## src/rtl/fetch_unit_pkg.sv

```systemverilog
// Shared types and constants for the instruction fetch stage.
//   fetch_entry_t : one buffered fetch result {pc, instr} at the default widths
//   FETCH_PC_INCR : byte distance between consecutive sequential fetches
package fetch_unit_pkg;

  localparam int FU_ADDR_WIDTH  = 32;
  localparam int FU_INSTR_WIDTH = 32;
  localparam int FETCH_PC_INCR  = 4;

  typedef struct packed {
    logic [FU_ADDR_WIDTH-1:0]  pc;
    logic [FU_INSTR_WIDTH-1:0] instr;
  } fetch_entry_t;

endpackage

```

## src/rtl/fetch_unit_if.sv

```systemverilog
// Instruction memory bus between the fetch unit (master) and instruction memory (slave).
//   req_valid/req_ready/req_addr : in-order fetch requests
//   resp_valid/resp_data         : in-order response words, no back-pressure
interface fetch_unit_if #(
  parameter int ADDR_WIDTH  = 32,
  parameter int INSTR_WIDTH = 32
);

  logic                   req_valid;
  logic                   req_ready;
  logic [ADDR_WIDTH-1:0]  req_addr;
  logic                   resp_valid;
  logic [INSTR_WIDTH-1:0] resp_data;

  modport master (
    output req_valid,
    output req_addr,
    input  req_ready,
    input  resp_valid,
    input  resp_data
  );

  modport slave (
    input  req_valid,
    input  req_addr,
    output req_ready,
    output resp_valid,
    output resp_data
  );

endinterface

```

## src/rtl/fetch_queue.sv

```systemverilog
// Small synchronous FIFO of fetch entries with flush.
//   clk, rstn   : clock, asynchronous active-low reset
//   push/push_data, pop : enqueue / dequeue (both allowed in the same cycle)
//   flush       : empties the queue, overriding push and pop
//   head        : entry at the read pointer (all zero out of reset)
//   occupancy, full, empty : fill status
module fetch_queue
  import fetch_unit_pkg::*;
#(
  parameter int  DEPTH   = 4,
  parameter type entry_t = fetch_entry_t,
  localparam int PW      = $clog2(DEPTH),
  localparam int CW      = $clog2(DEPTH + 1)
) (
  input  logic          clk,
  input  logic          rstn,
  input  logic          push,
  input  entry_t        push_data,
  input  logic          pop,
  input  logic          flush,
  output entry_t        head,
  output logic [CW-1:0] occupancy,
  output logic          full,
  output logic          empty
);

  entry_t        mem [DEPTH];
  logic [PW-1:0] wr_ptr_reg;
  logic [PW-1:0] rd_ptr_reg;
  logic [CW-1:0] count_reg;
  logic          wr_en;
  logic          rd_en;

  assign full      = (count_reg == CW'(DEPTH));
  assign empty     = (count_reg == '0);
  assign occupancy = count_reg;
  assign head      = mem[rd_ptr_reg];

  // A simultaneous pop frees the slot, so a push into a full queue is legal then.
  assign wr_en = push & (~full | pop);
  assign rd_en = pop & ~empty;

  // Storage is reset so the head reads as zero before anything is written.
  always_ff @(posedge clk or negedge rstn) begin
    if (!rstn) begin
      for (int i = 0; i < DEPTH; i++) mem[i] <= '0;
    end else if (wr_en && !flush) begin
      mem[wr_ptr_reg] <= push_data;
    end
  end

  // Power-of-two depth: pointers wrap naturally.
  always_ff @(posedge clk or negedge rstn) begin
    if (!rstn) begin
      wr_ptr_reg <= '0;
      rd_ptr_reg <= '0;
      count_reg  <= '0;
    end else if (flush) begin
      wr_ptr_reg <= '0;
      rd_ptr_reg <= '0;
      count_reg  <= '0;
    end else begin
      if (wr_en) wr_ptr_reg <= wr_ptr_reg + 1'b1;
      if (rd_en) rd_ptr_reg <= rd_ptr_reg + 1'b1;
      count_reg <= count_reg + CW'(wr_en) - CW'(rd_en);
    end
  end

endmodule

```

## src/rtl/fetch_unit.sv

```systemverilog
// Instruction fetch stage feeding decode.
//   clk, rstn          : clock, asynchronous active-low reset
//   redirect_valid/pc  : backend redirect, flushes the queue and drops in-flight responses
//   imem               : instruction memory bus (master side)
//   instr_valid/ready  : handshake toward decode
//   instr_out, pc_out  : head instruction and its PC
module fetch_unit
  import fetch_unit_pkg::*;
#(
  parameter int                    INSTR_WIDTH = 32,
  parameter int                    ADDR_WIDTH  = 32,
  parameter logic [ADDR_WIDTH-1:0] RESET_PC    = '0,
  parameter int                    QUEUE_DEPTH = 4
) (
  input  logic                   clk,
  input  logic                   rstn,
  input  logic                   redirect_valid,
  input  logic [ADDR_WIDTH-1:0]  redirect_pc,
  fetch_unit_if.master           imem,
  output logic                   instr_valid,
  input  logic                   instr_ready,
  output logic [INSTR_WIDTH-1:0] instr_out,
  output logic [ADDR_WIDTH-1:0]  pc_out
);

  localparam int CW = $clog2(QUEUE_DEPTH + 1);
  localparam logic [ADDR_WIDTH-1:0] PC_INCR = ADDR_WIDTH'(FETCH_PC_INCR);

  typedef struct packed {
    logic [ADDR_WIDTH-1:0]  pc;
    logic [INSTR_WIDTH-1:0] instr;
  } entry_t;

  logic [ADDR_WIDTH-1:0] pc_reg, pc_next;
  logic [ADDR_WIDTH-1:0] resp_pc_reg, resp_pc_next;
  logic                  started_reg;
  logic [CW-1:0]         outstanding_reg, outstanding_next;
  logic [CW-1:0]         drop_cnt_reg, drop_cnt_next;

  logic [CW-1:0]         occupancy;
  logic                  queue_empty;
  logic                  queue_full_unused;
  logic                  redirect_lsb_unused;
  entry_t                head;
  entry_t                push_entry;
  logic                  req_fire;
  logic                  push;
  logic                  pop;
  logic                  credit;
  logic [CW:0]           inflight;
  logic [ADDR_WIDTH-1:0] redirect_target;

  assign redirect_target     = {redirect_pc[ADDR_WIDTH-1:2], 2'b00};
  assign redirect_lsb_unused = ^redirect_pc[1:0];

  // Every queued entry plus every in-flight request holds a slot, so a
  // response can never arrive to a full queue.
  assign inflight = {1'b0, occupancy} + {1'b0, outstanding_reg};
  assign credit   = (inflight < (CW+1)'(QUEUE_DEPTH));

  assign imem.req_valid = started_reg & ~redirect_valid & credit;
  assign imem.req_addr  = pc_reg;
  assign req_fire       = imem.req_valid & imem.req_ready;

  // Responses owed to a pre-redirect stream are swallowed while drop_cnt is non-zero.
  assign push = imem.resp_valid & ~redirect_valid & (drop_cnt_reg == '0);
  assign push_entry.pc    = resp_pc_reg;
  assign push_entry.instr = imem.resp_data;

  assign instr_valid = ~queue_empty & ~redirect_valid;
  assign pop         = instr_valid & instr_ready;
  assign instr_out   = head.instr;
  assign pc_out      = head.pc;

  always_comb begin
    pc_next          = pc_reg;
    resp_pc_next     = resp_pc_reg;
    outstanding_next = outstanding_reg + CW'(req_fire) - CW'(imem.resp_valid);
    drop_cnt_next    = drop_cnt_reg;

    if (redirect_valid) begin
      pc_next       = redirect_target;
      resp_pc_next  = redirect_target;
      // A response arriving in the redirect cycle is discarded right here.
      drop_cnt_next = outstanding_reg - CW'(imem.resp_valid);
    end else begin
      if (req_fire) pc_next = pc_reg + PC_INCR;
      if (push) resp_pc_next = resp_pc_reg + PC_INCR;
      if (imem.resp_valid && drop_cnt_reg != '0) drop_cnt_next = drop_cnt_reg - 1'b1;
    end
  end

  always_ff @(posedge clk or negedge rstn) begin
    if (!rstn) begin
      pc_reg          <= RESET_PC;
      resp_pc_reg     <= RESET_PC;
      started_reg     <= 1'b0;
      outstanding_reg <= '0;
      drop_cnt_reg    <= '0;
    end else begin
      pc_reg          <= pc_next;
      resp_pc_reg     <= resp_pc_next;
      started_reg     <= 1'b1;
      outstanding_reg <= outstanding_next;
      drop_cnt_reg    <= drop_cnt_next;
    end
  end

  fetch_queue #(
    .DEPTH   (QUEUE_DEPTH),
    .entry_t (entry_t)
  ) u_queue (
    .clk       (clk),
    .rstn      (rstn),
    .push      (push),
    .push_data (push_entry),
    .pop       (pop),
    .flush     (redirect_valid),
    .head      (head),
    .occupancy (occupancy),
    .full      (queue_full_unused),
    .empty     (queue_empty)
  );

  // Memory must never answer a request that was not issued.
  resp_needs_outstanding: assert property (@(posedge clk) disable iff (!rstn)
    imem.resp_valid |-> (outstanding_reg != '0));

endmodule

```

## src/flat_wrapper.sv

```systemverilog
// flat-port wrapper written by rule: the top's interface ports become plain ports
module fetch_unit_flat import fetch_unit_pkg::*;
#(
  parameter int                    INSTR_WIDTH = 32,
  parameter int                    ADDR_WIDTH  = 32,
  parameter logic [ADDR_WIDTH-1:0] RESET_PC    = '0,
  parameter int                    QUEUE_DEPTH = 4
)
  (clk, rstn, redirect_valid, redirect_pc, instr_valid, instr_ready, instr_out, pc_out, imem_req_valid, imem_req_addr, imem_req_ready, imem_resp_valid, imem_resp_data);
  fetch_unit_if #(.ADDR_WIDTH(ADDR_WIDTH), .INSTR_WIDTH(INSTR_WIDTH)) imem_i ();
  input  logic clk;
  input  logic rstn;
  input  logic redirect_valid;
  input  logic [ADDR_WIDTH-1:0] redirect_pc;
  output logic instr_valid;
  input  logic instr_ready;
  output logic [INSTR_WIDTH-1:0] instr_out;
  output logic [ADDR_WIDTH-1:0] pc_out;
  output wire logic [$bits(imem_i.req_valid)-1:0] imem_req_valid;
  output wire logic [$bits(imem_i.req_addr)-1:0] imem_req_addr;
  input wire logic [$bits(imem_i.req_ready)-1:0] imem_req_ready;
  input wire logic [$bits(imem_i.resp_valid)-1:0] imem_resp_valid;
  input wire logic [$bits(imem_i.resp_data)-1:0] imem_resp_data;
  assign imem_req_valid = imem_i.req_valid;
  assign imem_req_addr = imem_i.req_addr;
  assign imem_i.req_ready = imem_req_ready;
  assign imem_i.resp_valid = imem_resp_valid;
  assign imem_i.resp_data = imem_resp_data;
  fetch_unit #(.INSTR_WIDTH(INSTR_WIDTH), .ADDR_WIDTH(ADDR_WIDTH), .RESET_PC(RESET_PC), .QUEUE_DEPTH(QUEUE_DEPTH)) u_core (.clk(clk), .rstn(rstn), .redirect_valid(redirect_valid), .redirect_pc(redirect_pc), .imem(imem_i), .instr_valid(instr_valid), .instr_ready(instr_ready), .instr_out(instr_out), .pc_out(pc_out));
endmodule
```

## config.mk

```make
export PLATFORM = sky130hd
export DESIGN_NAME = fetch_unit_flat
export DESIGN_NICKNAME = d
export VERILOG_FILES = /design/src/rtl/fetch_unit_pkg.sv /design/src/rtl/fetch_unit_if.sv /design/src/rtl/fetch_queue.sv /design/src/rtl/fetch_unit.sv /design/src/flat_wrapper.sv
export SDC_FILE = /design/constraint.sdc
export NUM_CORES = 1
export LEC_CHECK = 0
export ABC_CLOCK_PERIOD_IN_PS = 2700
export BUFFER_PORTS_ARGS = -buffer_cell sky130_fd_sc_hd__buf_2
export CAP_MARGIN = 25
export CORE_AREA = 2 2 168 170
export CTS_BUF_LIST = sky130_fd_sc_hd__clkbuf_2 sky130_fd_sc_hd__clkbuf_4 sky130_fd_sc_hd__clkbuf_8
export CTS_CLUSTER_DIAMETER = 60
export DETAILED_ROUTE_END_ITERATION = 10
export DIE_AREA = 0 0 170 172
export PLACE_DENSITY = 0.78
export REMOVE_ABC_BUFFERS = 1
export SYNTH_ARGS = -nofsm -noshare
export SYNTH_HDL_FRONTEND = slang
export SYNTH_SLANG_ARGS = --single-unit
```

## constraint.sdc

```tcl
create_clock -name clk -period 2.7 [get_ports clk]
set_input_delay 0.135 -clock clk [delete_from_list [all_inputs] [get_ports clk]]
set_output_delay 0.135 -clock clk [all_outputs]
set_load 0.01 [all_outputs]
```

; Word-level counts from Yosys, hierarchy flattened
; Index checks and enable logic that the tools add are counted.
; Widths: inputs -> output; s select.
[word_totals]
regBits = 334
input_bits = 70
wordCells = 76
[op_classes]
bitwise_logic = 15
reduce_logical = 12
mux = 17
eq_ne = 1
magnitude_cmp = 4
add_sub_neg = 11
[ops]
columns = op, count
row1 = $bwmux 256, 1
row2 = $mux 64, 3
row3 = $bmux 64 s2, 1
row4 = $demux 64 s2, 1
row5 = $mux 32, 4
row6 = $add 32x3->32 const B, 2
row7 = $reduce_bool 2->1, 5
row8 = $and 1x1->1, 9
row9 = $mux 3, 3
row10 = $sub 3x1->3, 3
row11 = $mux 2, 4
row12 = $add 3x1->3, 2
row13 = $ge 3x3->1 const B, 2
row14 = $logic_not 3->1, 2
row15 = $not 2->3, 2
row16 = $add 2x1->2 const B, 2
row17 = $add 3x3->4, 1
row18 = $lt 4x3->1 const B, 1
row19 = $eq 3x3->1 const B, 1
row20 = $logic_and 1x1->1, 3
row21 = $lt 3x1->1 const B, 1
row22 = $not 1->1, 3
row23 = $reduce_bool 3->1, 1
row24 = $sub 3x1->3 const B, 1
row25 = 2 further kinds, 2

; Depth between registers and ports, before layout
; Gate-level depths: netlist of run 1.
[depth]
word_depth = 9
mapped_depth = 12
depth_no_buf = 12

; Modules after synthesis
; From an unflattened synthesis of run 1, not the netlist that was laid out.
[hier_totals]
cells_unflattened = 1162
area_unflattened_um2 = 15935.3
[modules_own_cells]
columns = module, instances, cells_each, seq_area_each_um2, area_per_inst_um2
row1 = fetch_queue, 1, 664, 6581.3, 11578.6
row2 = fetch_unit, 1, 498, 1676.6, 4356.7

; Least setup slack after synthesis of run 1
; OpenSTA, ideal clock, no wires.
[synth_timing]
kind = register to register
from = register u_core.u_queue.count_reg[2] (netlist: u_core.u_queue.occupancy[2])
to = register u_core.outstanding_reg[2]
period_less_slack_ns = 2.592
arrival_time_ns = 2.469
slack_ns = 0.108
setup_time_ns = 0.123
required_ns = 2.577
path_stages_with_launch = 12
path_buffers = 2
path_cell_list = dfrtp_1 ha_1 nor4b_1 nand4_1 inv_1 buf_4 buf_2 ha_1 inv_1 fa_1 xnor2_1 xnor2_1
[synth_via]
elab_chain_len = 6
[synth_lines]
columns = element, line
row1 = "start, declared", fetch_queue.sv:30  ; logic [CW-1:0] count_reg;
row2 = "start signal, assigned", fetch_queue.sv:65  ; count_reg <= count_reg + CW'(wr_en) - CW'(rd_en);
row3 = $add 3x3->4, fetch_unit.sv:58  ; assign inflight = {1'b0, occupancy} + {1'b0, outstanding_reg};
row4 = $lt 4x3->1, fetch_unit.sv:59  ; assign credit = (inflight < (CW+1)'(QUEUE_DEPTH));
row5 = $and 1x1->1, fetch_unit.sv:61  ; assign imem.req_valid = started_reg & ~redirect_valid & credit;
row6 = $and 1x1->1, fetch_unit.sv:63  ; assign req_fire = imem.req_valid & imem.req_ready;
row7 = $add 3x1->3, fetch_unit.sv:78  ; outstanding_next = outstanding_reg + CW'(req_fire) - CW'(imem.resp_valid);
row8 = $sub 3x1->3, fetch_unit.sv:78
row9 = via u_core.outstanding_next[2], fetch_unit.sv:37  ; logic [CW-1:0] outstanding_reg, outstanding_next;
row10 = "end signal, assigned", fetch_unit.sv:104  ; outstanding_reg <= outstanding_next;
row11 = "end, declared", fetch_unit.sv:37
; The timed path passes the listed nets, and every way through them passes these cells.
; A chain may end at the register's enable or synchronous reset.

; Worst setup path after layout of run 1
[layout_timing]
from = register u_core.drop_cnt_reg[0]
to = register u_core.u_queue.mem[222] (netlist bit)
[layout_via]
elab_chain_len = 4
[layout_lines]
columns = element, line
row1 = "start, declared", fetch_unit.sv:38  ; logic [CW-1:0] drop_cnt_reg, drop_cnt_next;
row2 = "start signal, assigned", fetch_unit.sv:105  ; drop_cnt_reg <= drop_cnt_next;
row3 = $logic_not 3->1, fetch_unit.sv:66  ; assign push = imem.resp_valid & ~redirect_valid & (drop_cnt_reg == '0);
row4 = $and 1x1->1, fetch_unit.sv:66
row5 = $and 1x1->1, fetch_queue.sv:40  ; assign wr_en = push & (~full | pop);
row6 = $logic_and 1x1->1, fetch_queue.sv:47  ; end else if (wr_en && !flush) begin
row7 = "end signal, assigned by index", fetch_queue.sv:48  ; mem[wr_ptr_reg] <= push_data;
row8 = "end, declared", fetch_queue.sv:27  ; entry_t mem [DEPTH];
; No other way between the ends.

==> summary.md, run 1 <==
| Metric | Value |
|---|---|
| Layout overhead on the synthesized area | `20.9%` |
| Reg-to-Reg End | `u_core.u_queue.mem[222]$_DFFE_PN0P_` |
| Worst r2r src | `u_core.drop_cnt_reg[0]$_DFFE_PN0P_` |
| Non-filler instance count after layout | `1698` |
| Setup crit end | `u_core.u_queue.mem[222]$_DFFE_PN0P_` |
| Diodes inserted | `0` |
| Number of optimization iterations in the first detailed-route pass | `5` |
| Net load switching power | `4.51 mW` |
| Max rail drop VDD | `0.000560 V` |
| Startpoint of the lowest-slack hold path | `redirect_pc[17]` |
| Proportion of synthesized chip area in sequential cells | `a little over half` |
| Worst Setup Slack post-DPL | `~170 ps` |
| Commonest cells after routing, fill and taps aside | `dfrtp_1, mux2_2, buf_2` |
| # IOs | `168` |
| Library cell with the largest summed area after synthesis | `dfrtp_1` |
| Worst Path Max Fanout | `10` |
| Most frequent standard cell in the layout excluding fill and tap cells | `dfrtp_1` |
| Relative slew slack | `51.6%` |
| Fraction of power consumed by combinational cells | `28.5%` |
| Path type of the worst setup path | `reg2reg` |
| Global-route wire length before repair | `approximately 55000 µm` |
| CTS root buf | `clkbuf_8` |
| Detailed placement HPWL | `21600 µm` |
| Max Clock Freq | `402 MHz` |
| Number of flip-flops in the largest register | `between 200 and 250` |
| Placed instance area | `16200 µm²` |
| Setup tns final | `0 ps` |
| Tightest hold margin | `approximately 36 ps` |
| Cells after Synth | `1067` |
| Width of the die | `roughly 170 µm` |
| Total wire length after detailed routing | `around 34000 µm` |
| Clock share of power | `28.9%` |
| Share of final-layout standard cells stronger than drive strength 1 | `45.9%` |
| Chip height | `roughly 170 µm` |
| Switch share | `29.5%` |
| Arrival time reported for the critical path endpoint | `2950 ps` |
| Overflow left after global routing | `0` |
| Skew final | `18.1 ps` |
| Final core utilization | `65.7%` |
| Maximum capacitance violations | `0` |
| GRT met2 Usage | `39.4%` |
| CP max stage cell | `and2_2` |
| Gpl congestion | `0.861` |
| Number of placement rows | `61` |
| Met3 usage in global routing | `roughly 4.5%` |
| Critical path capture point type | `flop` |
| Critical path's most frequent cell | `buf_4` |
| Kind of launch point of the worst setup path | `flop` |
| Post-route total power | `15.3 mW` |
| Average vias per placed instance | `5.81` |
| Number of port buffers | `roughly 160` |
| Non-Filler Cell Area, Final | `18000 µm²` |
| Longest individual stage delay on the worst path | `410 ps` |
| Vias in the first global route | `10400` |
| WL per Instance | `20.2 µm` |
| Most common flop cell mapped by yosys | `dfrtp_1` |
| Cell count along the critical path | `8` |
| Core footprint | `27500 µm²` |
| Mean area per synthesized cell | `14.0 µm²` |
| Final Setup Violations | `0` |
| Effective utilization at floorplan | `54.3%` |
| Number of placed instances with taps included | `1535` |
| TritonCTS clock tree | `done` |
| Req. time, crit path | `roughly 3200 ps` |
| Sequence of cells on the critical path | `inv_1 -> ha_1 -> nand3b_1 -> nor3_1 -> buf_4 -> and2_2 -> buf_4 -> mux2_2` |
| Worst setup path startpoint | `u_core.drop_cnt_reg[0]$_DFFE_PN0P_` |
| Vias post-DR | `9872` |
| Number of nets in the layout | `1402` |
| Sequential fraction of design power | `around 43%` |
| Buffer levels on the longest clock path | `3` |
| Maximum number of pins on one net before global-route repair | `91` |
| Area of the die | `29200 µm²` |
| Number of enable flip-flop cells after synthesis | `0` |
| Final setup margin | `between 200 and 250 ps` |
| Result of the run | `completed` |
| Pwr dens | `~850 nW/µm²` |
| Delay-heaviest family, CP | `simple AND/OR/NAND/NOR gates` |
| Clock latency on the worst-skew pair | `between 500 and 600 ps` |
| Worst setup slack for register-to-register paths | `210 ps` |
| Logic depth of the worst register-to-register path | `8` |
| Clock-pin slew reported for the worst setup and hold paths after clock tree synthesis | `60 ps` |
| Warnings from Yosys | `0` |
| Quantity of gates resized following cts | `0` |
| Post-Synthesis Cell Area | `around 15000 µm²` |
| Final-report hold violation count | `0` |
| Max H-tree Level | `2` |
| DRC | `0` |
| Slew at the pin closest to its max-slew limit | `about 730 ps` |
| Number of buffers created by CTS | `55` |
| Number of register bits inferred by synthesis | `322` |
| Tmin final | `2490 ps` |
| Initial antenna violation count | `0` |
| Final max-slew violation count | `0` |
| Met1 Usage GRT | `33.1%` |
| Count of clock tree sinks | `322` |
| Total routing resource utilization after global routing | `24.2%` |
| Part of the cycle the worst path needs | `92.2%` |
| Internal power consumption | `10.8 mW` |
| Post-route antenna net violation count | `0` |
| Post-synthesis async set-or-reset flop share | `100%` |
| Area fraction of the dominant cell type after synthesis | `approximately 54%` |
| RSZ-0062 raised after global routing | `false` |
| Sum of buffers and inverters on the critical path | `3` |
| Synth cell types | `51` |
| Layer with the highest usage after global routing | `met2` |
| Leakage power figure | `around 8.4 nW` |
| Synth top area cells | `dfrtp_1, mux2_2, mux4_2` |
| DRC marker count from the first detailed-route iteration | `761` |
| Path class of the lowest-slack min-delay path | `in2reg` |
[power groups by stage]
stage	Sequential [mW]	Clock, mW	Combinational (mW)
3_3_place_gp	6.51	0	4.21
4_1_cts	6.52	4.54	4.42
2_1_floorplan	6.54	0	2.76
3_5_place_dp	6.59	0	4.32
6_report	6.52	4.43	4.36
5_1_grt	6.65	4.80	4.77
[logic make-up after synthesis]
logic type               count (synthesis)  share of synthesized area [%]
flip-flops                             322                           54.0
multiplexers                           320                           28.8
AO/OA/AOI/OAI                           72                           3.17
other                                    2                         0.0503
XOR/XNOR                                44                           2.58
adder cells (fa/ha/maj)                 18                           1.61
buffers and inverters                   96                           2.85
AND/OR/NAND/NOR                        193                           6.95
[worst reg2reg max path: stages, from the launching register on]
cell and delay [ps]:
dfrtp_1 390, inv_1 80, ha_1 220, nand3b_1 160, nor3_1 280, buf_4 200
and2_2 410, buf_4 270, mux2_2 360
[metal layers]
metal / up-vias / share of wire [%]
li1: 4407 / -
met1: 5062 / 43
met2: 336 / 48
met3: 67 / 5.9
met4: 0 / 2.8
met5: - / 0
[cell type report]
type,instances,area [µm²]
flip-flops and latches,322,8060
well taps,346,433
clock inverters,5,41.3
repair buffers,261,1880
fillers,1986,9430
inverters,22,82.6
clock buffers,90,1090
multi-input cells,652,6460
[worst min-delay path by stage]
stage / to / slack [ps] / cells after the start
CTS: u_core.resp_pc_reg[17]$_DFFE_PN0N_ / 2 / 3
floorplan: u_core.drop_cnt_reg[0]$_DFFE_PN0P_ / -160 / 0
finish: u_core.imem.req_addr[17]$_DFFE_PN0P_ / 40 / 3
global route: u_core.imem.req_addr[17]$_DFFE_PN0P_ / 4 / 3
detailed placement: u_core.u_queue.mem[220]$_DFFE_PN0P_ / 210 / 1
global placement: u_core.u_queue.mem[220]$_DFFE_PN0P_ / 210 / 1
[Yosys cell counts, types with 2 or more instances]
library cell and n:
clkbuf_1 28, a21boi_0 7, o31ai_1 2, buf_4 5, a31oi_1 4, nand4_1 19
buf_1 4, or4_1 5, nor2b_1 2, a21oi_1 4, conb_1 2, nor3_1 11
o311ai_0 5, nand2_1 58, nand4b_1 3, and2_1 5, nor4_1 2, ha_1 16
and4_1 2, nand2b_1 5, a311o_1 3, nand3_1 36, xnor2_1 17, inv_1 21
o211ai_1 13, mux4_2 62, fa_1 2, dfrtp_1 322, nor4b_1 2, xor2_1 27
mux2_2 257, o31a_1 2, nor2_1 21, and3_1 12, o21ai_0 29, buf_2 37
[what timing repair did]
action                                 in CTS  in global routing
buffers inserted                            0                  2
setup endpoints to repair                   0                  2
endpoints found under the hold margin     276                  0
hold buffers                               66                  0
Power figures use the tool's default switching activity.
==> run 2, diff against run 1 <==
--- a/config.mk
+++ b/config.mk
@@ -8,13 +8,14 @@
 export ABC_CLOCK_PERIOD_IN_PS = 2700
 export BUFFER_PORTS_ARGS = -buffer_cell sky130_fd_sc_hd__buf_2
 export CAP_MARGIN = 25
-export CORE_AREA = 2 2 168 170
+export CORE_AREA = 2 2 174 176
 export CTS_BUF_LIST = sky130_fd_sc_hd__clkbuf_2 sky130_fd_sc_hd__clkbuf_4 sky130_fd_sc_hd__clkbuf_8
 export CTS_CLUSTER_DIAMETER = 60
 export DETAILED_ROUTE_END_ITERATION = 10
-export DIE_AREA = 0 0 170 172
-export PLACE_DENSITY = 0.78
+export DIE_AREA = 0 0 176 178
+export PLACE_DENSITY = 0.77
 export REMOVE_ABC_BUFFERS = 1
 export SYNTH_ARGS = -nofsm -noshare
 export SYNTH_HDL_FRONTEND = slang
+export SYNTH_HIERARCHICAL = 1
 export SYNTH_SLANG_ARGS = --single-unit
==> summary.md, run 2 <==
| Metric | Value |
|---|---|
| Result of the run | `completed` |
| Commonest cells after routing, fill and taps aside | `dfrtp_1, mux2_1, buf_2` |
| Sequential fraction of design power | `45.1%` |
| Relative slew slack | `46.0%` |
| Clock latency on the worst-skew pair | `590 ps` |
| Gpl congestion | `0.889` |
| Number of placement rows | `63` |
| Worst Path Max Fanout | `3` |
| Area taken by flip-flops and latches | `8270 µm²` |
| Vias in the first global route | `approximately 11000` |
| Share of final-layout standard cells stronger than drive strength 1 | `27.8%` |
| Startpoint of the lowest-slack hold path | `imem_req_ready` |
| Non-filler instance count after layout | `1855` |
| DRC | `0` |
| Max rail drop VDD | `0.000435 V` |
| Cells after Synth | `1161` |
| Final Setup Violations | `0` |
| Total routing resource utilization after global routing | `24.5%` |
| Buffer levels on the longest clock path | `3` |
| Clock-pin slew reported for the worst setup and hold paths after clock tree synthesis | `60 ps` |
| Slew at the pin closest to its max-slew limit | `810 ps` |
| Skew final | `18.3 ps` |
| CTS root buf | `clkbuf_8` |
| Fraction of power consumed by combinational cells | `20.5%` |
| Fill cell total of the finished layout | `around 2100` |
| Switch share | `28.4%` |
| Arrival time reported for the critical path endpoint | `3030 ps` |
| Count of clock tree sinks | `330` |
| Internal power consumption | `9.75 mW` |
| Clock share of power | `34.4%` |
| Number of placed instances with taps included | `1689` |
| Most frequent standard cell in the layout excluding fill and tap cells | `dfrtp_1` |
| Core footprint | `between 20000 and 30000 µm²` |
| Worst Setup Slack post-DPL | `about 23 ps` |
| Effective utilization at floorplan | `54.2%` |
| Hold endpoint | `u_core/imem.req_addr[29]$_DFFE_PN0P_` |
| Area of combinational cells with multiple inputs | `7240 µm²` |
| Diodes inserted | `0` |
| Max Clock Freq | `390 MHz` |
| Leakage power figure | `9.03 nW` |
| Path class of the lowest-slack min-delay path | `in2reg` |
| # IOs | `between 150 and 200` |
| Final max-slew violation count | `0` |
| Number of port buffers | `about 160` |
| Number of flip-flops in the largest register | `around 260` |
| Chip height | `between 150 and 200 µm` |
| Overflow left after global routing | `0` |
| Number of nets in the layout | `about 1500` |
| Post-route antenna net violation count | `0` |
| Final setup margin | `134 ps` |
| Mean area per synthesized cell | `13.7 µm²` |
| Critical path capture point type | `flop` |
| Number of optimization iterations in the first detailed-route pass | `5` |
| Post-Synthesis Cell Area | `15900 µm²` |
| Average vias per placed instance | `5.98` |
| Final core utilization | `65.1%` |
| Pwr dens | `712 nW/µm²` |
| WL per Instance | `around 20 µm` |
| Max H-tree Level | `2` |
| Req. time, crit path | `3170 ps` |
| Kind of launch point of the worst setup path | `flop` |
| Setup tns final | `0 ps` |
| Area of the die | `about 31000 µm²` |
| Worst r2r src | `u_core/outstanding_reg[2]$_DFF_PN0_` |
| Width of the die | `around 180 µm` |
| Global-route wire length before repair | `61000 µm` |
| Layout overhead on the synthesized area | `20.2%` |
| Number of buffers created by CTS | `54` |
| DRC marker count from the first detailed-route iteration | `730` |
| Initial antenna violation count | `2` |
| Final-report hold violation count | `0` |
| Reg-to-Reg End | `u_core/outstanding_reg[2]$_DFF_PN0_` |
| Warnings from Yosys | `6` |
| Part of the cycle the worst path needs | `95.0%` |
| Logic depth of the worst register-to-register path | `10` |
| Path type of the worst setup path | `reg2reg` |
| Hold depth | `4` |
| Worst setup slack for register-to-register paths | `130 ps` |
| Detailed placement HPWL | `23500 µm` |
| Maximum capacitance violations | `0` |
| Total wire length after detailed routing | `37500 µm` |
| TritonCTS clock tree | `done` |
| Net load switching power | `3.87 mW` |
| Tmin final | `~2600 ps` |
| Maximum number of pins on one net before global-route repair | `93` |
| Vias post-DR | `11100` |
[run 2: power by group through the flow]
| stage | sequential (mW) | clock [mW] | combinational [mW] |
|---|---|---|---|
| after global placement | 6.15 | 0 | 2.60 |
| final | 6.14 | 4.68 | 2.79 |
| after CTS | 6.12 | 4.79 | 2.78 |
| after global routing | 6.24 | 5.03 | 3.06 |
| after floorplan | 6.04 | 0 | 1.65 |
| after detailed placement | 6.20 | 0 | 2.69 |
[run 2: cell type report]
class                   count  share of cell area [%]
well taps                 390                    2.55
repair buffers            265                    9.85
multi-input cells         752                    37.8
clock buffers              86                    5.69
inverters                  18                   0.366
clock inverters            14                   0.549
flip-flops and latches    330                    43.2
[run 2: metal layers]
metal / share of wire, % / track usage [%]
met1: 43 / 33.2
met2: 49 / 40.8
met3: 7.0 / 4.97
met4: 1.6 / 6.23
met5: 0.067 / 0
[run 2: worst max-delay path, cell delays in order, from the launching register on]
cell and delay (ps):
dfrtp_2 460, ha_4 260, nor4b_4 230, and4_4 280, inv_4 30, ha_1 260
inv_1 40, ha_1 180, fa_1 430, xnor2_2 170, xnor2_1 120
[run 2: repair_timing]
item	in CTS	in global routing
hold buffers	65	0
endpoints found under the setup margin	0	3
buffers inserted	0	1
endpoints found under the hold margin	266	0
resized for setup	0	8
[run 2: how the worst max path moves through the flow]
stage | from | end | slack (ps) | cells past startpoint
floorplan | u_core/u_queue/occupancy[1]$_DFF_PN0_ | u_core/u_queue/mem[0]$_DFFE_PN0P_ | -5750 | 6
global placement | u_core/u_queue/occupancy[2]$_DFF_PN0_ | u_core/u_queue/occupancy[2]$_DFF_PN0_ | 80 | 12
detailed placement | u_core/u_queue/occupancy[2]$_DFF_PN0_ | u_core/u_queue/occupancy[2]$_DFF_PN0_ | 20 | 12
CTS | u_core/u_queue/occupancy[2]$_DFF_PN0_ | u_core/u_queue/occupancy[2]$_DFF_PN0_ | 10 | 12
global route | u_core/u_queue/occupancy[1]$_DFF_PN0_ | u_core/u_queue/occupancy[2]$_DFF_PN0_ | -60 | 12
finish | u_core/outstanding_reg[2]$_DFF_PN0_ | u_core/outstanding_reg[2]$_DFF_PN0_ | 130 | 10
[run 2: metrics by stage]
stage	power, mW	area (µm²)	hold slack, ps
after floorplan	7.69	15500	-161
after detailed placement	8.89	17200	208
final	13.6	19100	42.1
after CTS	13.7	19100	11.3
after global placement	8.75	17200	202
after global routing	14.3	19100	52.3
==> run 3, diff against run 2 <==
--- a/config.mk
+++ b/config.mk
@@ -8,11 +8,11 @@
 export ABC_CLOCK_PERIOD_IN_PS = 2700
 export BUFFER_PORTS_ARGS = -buffer_cell sky130_fd_sc_hd__buf_2
 export CAP_MARGIN = 25
-export CORE_AREA = 2 2 174 176
+export CORE_AREA = 2 2 124 246
 export CTS_BUF_LIST = sky130_fd_sc_hd__clkbuf_2 sky130_fd_sc_hd__clkbuf_4 sky130_fd_sc_hd__clkbuf_8
 export CTS_CLUSTER_DIAMETER = 60
 export DETAILED_ROUTE_END_ITERATION = 10
-export DIE_AREA = 0 0 176 178
+export DIE_AREA = 0 0 126 248
 export PLACE_DENSITY = 0.77
 export REMOVE_ABC_BUFFERS = 1
 export SYNTH_ARGS = -nofsm -noshare
==> summary.md, run 3 (same netlist as run 2, synthesis figures left out) <==
| Metric | Value |
|---|---|
| Worst setup slack for register-to-register paths | `approximately 92 ps` |
| Average vias per placed instance | `6.12` |
| Max H-tree Level | `2` |
| Gpl congestion | `0.914` |
| Number of flip-flops in the largest register | `256` |
| Reg-to-Reg End | `u_core/u_queue/mem[81]$_DFFE_PN0P_` |
| Worst r2r src | `u_core/drop_cnt_reg[0]$_DFFE_PN0P_` |
| Setup tns final | `0 ps` |
| WL per Instance | `21.6 µm` |
| Commonest cells after routing, fill and taps aside | `dfrtp_1, mux2_1, buf_2` |
| CTS root buf | `clkbuf_8` |
| Overflow left after global routing | `0` |
| Count of clock tree sinks | `330` |
| Clock latency on the worst-skew pair | `590 ps` |
| Startpoint of the lowest-slack hold path | `redirect_pc[29]` |
| Tmin final | `2610 ps` |
| Max Clock Freq | `384 MHz` |
| Critical path capture point type | `flop` |
| Clock-pin slew reported for the worst setup and hold paths after clock tree synthesis | `60 ps` |
| Final core utilization | `64.1%` |
| Layout overhead on the synthesized area | `18.3%` |
| Final Setup Violations | `0` |
| Logic depth of the worst register-to-register path | `8` |
| Path class of the lowest-slack min-delay path | `in2reg` |
| Share of final-layout standard cells stronger than drive strength 1 | `a little over a quarter` |
| Number of placement rows | `89` |
| DRC | `0` |
| Result of the run | `completed` |
| Post-route antenna net violation count | `0` |
| Width of the die | `between 100 and 150 µm` |
| Path type of the worst setup path | `reg2reg` |
| Final-report hold violation count | `0` |
| Number of buffers created by CTS | `46` |
| Chip height | `between 200 and 250 µm` |
| Maximum number of pins on one net before global-route repair | `100` |
| Slew at the pin closest to its max-slew limit | `782 ps` |
| Maximum capacitance violations | `0` |
| Max rail drop VDD | `0.000413 V` |
| Part of the cycle the worst path needs | `96.6%` |
| Number of optimization iterations in the first detailed-route pass | `6` |
| Effective utilization at floorplan | `54.2%` |
| Worst Path Max Fanout | `40` |
| Total wire length after detailed routing | `38900 µm` |
| Total routing resource utilization after global routing | `25.1%` |
| Buffer levels on the longest clock path | `3` |
| Skew final | `19.2 ps` |
| Hold endpoint | `u_core/resp_pc_reg[29]$_DFFE_PN0N_` |
| Number of port buffers | `163` |
| Non-filler instance count after layout | `1805` |
| Tightest hold margin | `20.5 ps` |
| Number of nets in the layout | `1501` |
| Req. time, crit path | `around 3200 ps` |
| Worst setup path startpoint | `u_core/drop_cnt_reg[0]$_DFFE_PN0P_` |
| Vias post-DR | `~11000` |
| Hold depth | `3` |
| Final max-slew violation count | `0` |
| Initial antenna violation count | `1` |
| Leakage power figure | `roughly 8.9 nW` |
| Core footprint | `29400 µm²` |
| Pwr dens | `roughly 680 nW/µm²` |
| Relative slew slack | `47.9%` |
| TritonCTS clock tree | `done` |
| Global-route wire length before repair | `between 60000 and 70000 µm` |
| Placed instance area | `17300 µm²` |
| Detailed placement HPWL | `between 20000 and 30000 µm` |
| Area of the die | `about 31000 µm²` |
| Number of placed instances with taps included | `1665` |
| Vias in the first global route | `12000` |
| # IOs | `around 170` |
| Arrival time reported for the critical path endpoint | `3060 ps` |
| Kind of launch point of the worst setup path | `flop` |
| DRC marker count from the first detailed-route iteration | `630` |
| Non-Filler Cell Area, Final | `18800 µm²` |
| Most frequent standard cell in the layout excluding fill and tap cells | `dfrtp_1` |
run 3: stage by stage:
step	power [mW]	worst slack, ps
after global placement	8.77	144
final	12.7	92.5
after global routing	13.4	-2.51
after CTS	12.8	29.9
after detailed placement	8.92	56.5
after floorplan	7.69	-5750
run 3: worst max path at each step:
stage | slack, ps | depth (start not counted) | endpoint
after CTS | 30 | 12 | u_core/u_queue/occupancy[2]$_DFF_PN0_
after global routing | -3 | 8 | u_core/u_queue/mem[81]$_DFFE_PN0P_
final | 90 | 8 | u_core/u_queue/mem[81]$_DFFE_PN0P_
after global placement | 140 | 11 | u_core/outstanding_reg[2]$_DFF_PN0_
after floorplan | -5750 | 6 | u_core/u_queue/mem[0]$_DFFE_PN0P_
after detailed placement | 60 | 12 | u_core/u_queue/occupancy[2]$_DFF_PN0_
run 3: per-layer routing:
| metal | vias up | routed length [µm] | GRT usage (%) |
|---|---|---|---|
| met2 | 380 | 21000 | 45.5 |
| met3 | 129 | 1730 | 3.64 |
| li1 | 4892 | - | - |
| met5 | - | 0 | 0 |
| met1 | 5649 | 14400 | 29.1 |
| met4 | 0 | 1840 | 12.1 |
run 3: final cells by class:
type                    count  area [µm²]
fillers                  2196       10600
well taps                 364         455
diodes                      1        2.50
flip-flops and latches    330        8260
multi-input cells         752        7250
repair buffers            265        1920
clock inverters             4        25.0
clock buffers              71         852
inverters                  18        70.1
run 3: power by group:
part	internal, mW	switching, mW	leakage [nW]	total, mW
Clock	1.99	1.80	0.467	3.79
Combinational	1.45	1.35	4.05	2.81
Sequential	5.62	0.512	4.36	6.13
Total	9.06	3.67	8.87	12.7
run 3: critical path: stages (launching register included):
cell and delay (ps):
dfrtp_1 360, inv_1 120, ha_1 270, nand3b_1 140
nor2_1 320, buf_4 210, nor4bb_4 340, buf_12 320
mux2_1 370
run 3: what timing repair did:
action                                 CTS  global route
endpoints found under the hold margin  298             0
gates resized for setup                  0            10
setup endpoints to repair                0             3
hold buffers                            62             0
buffers inserted                         0             1
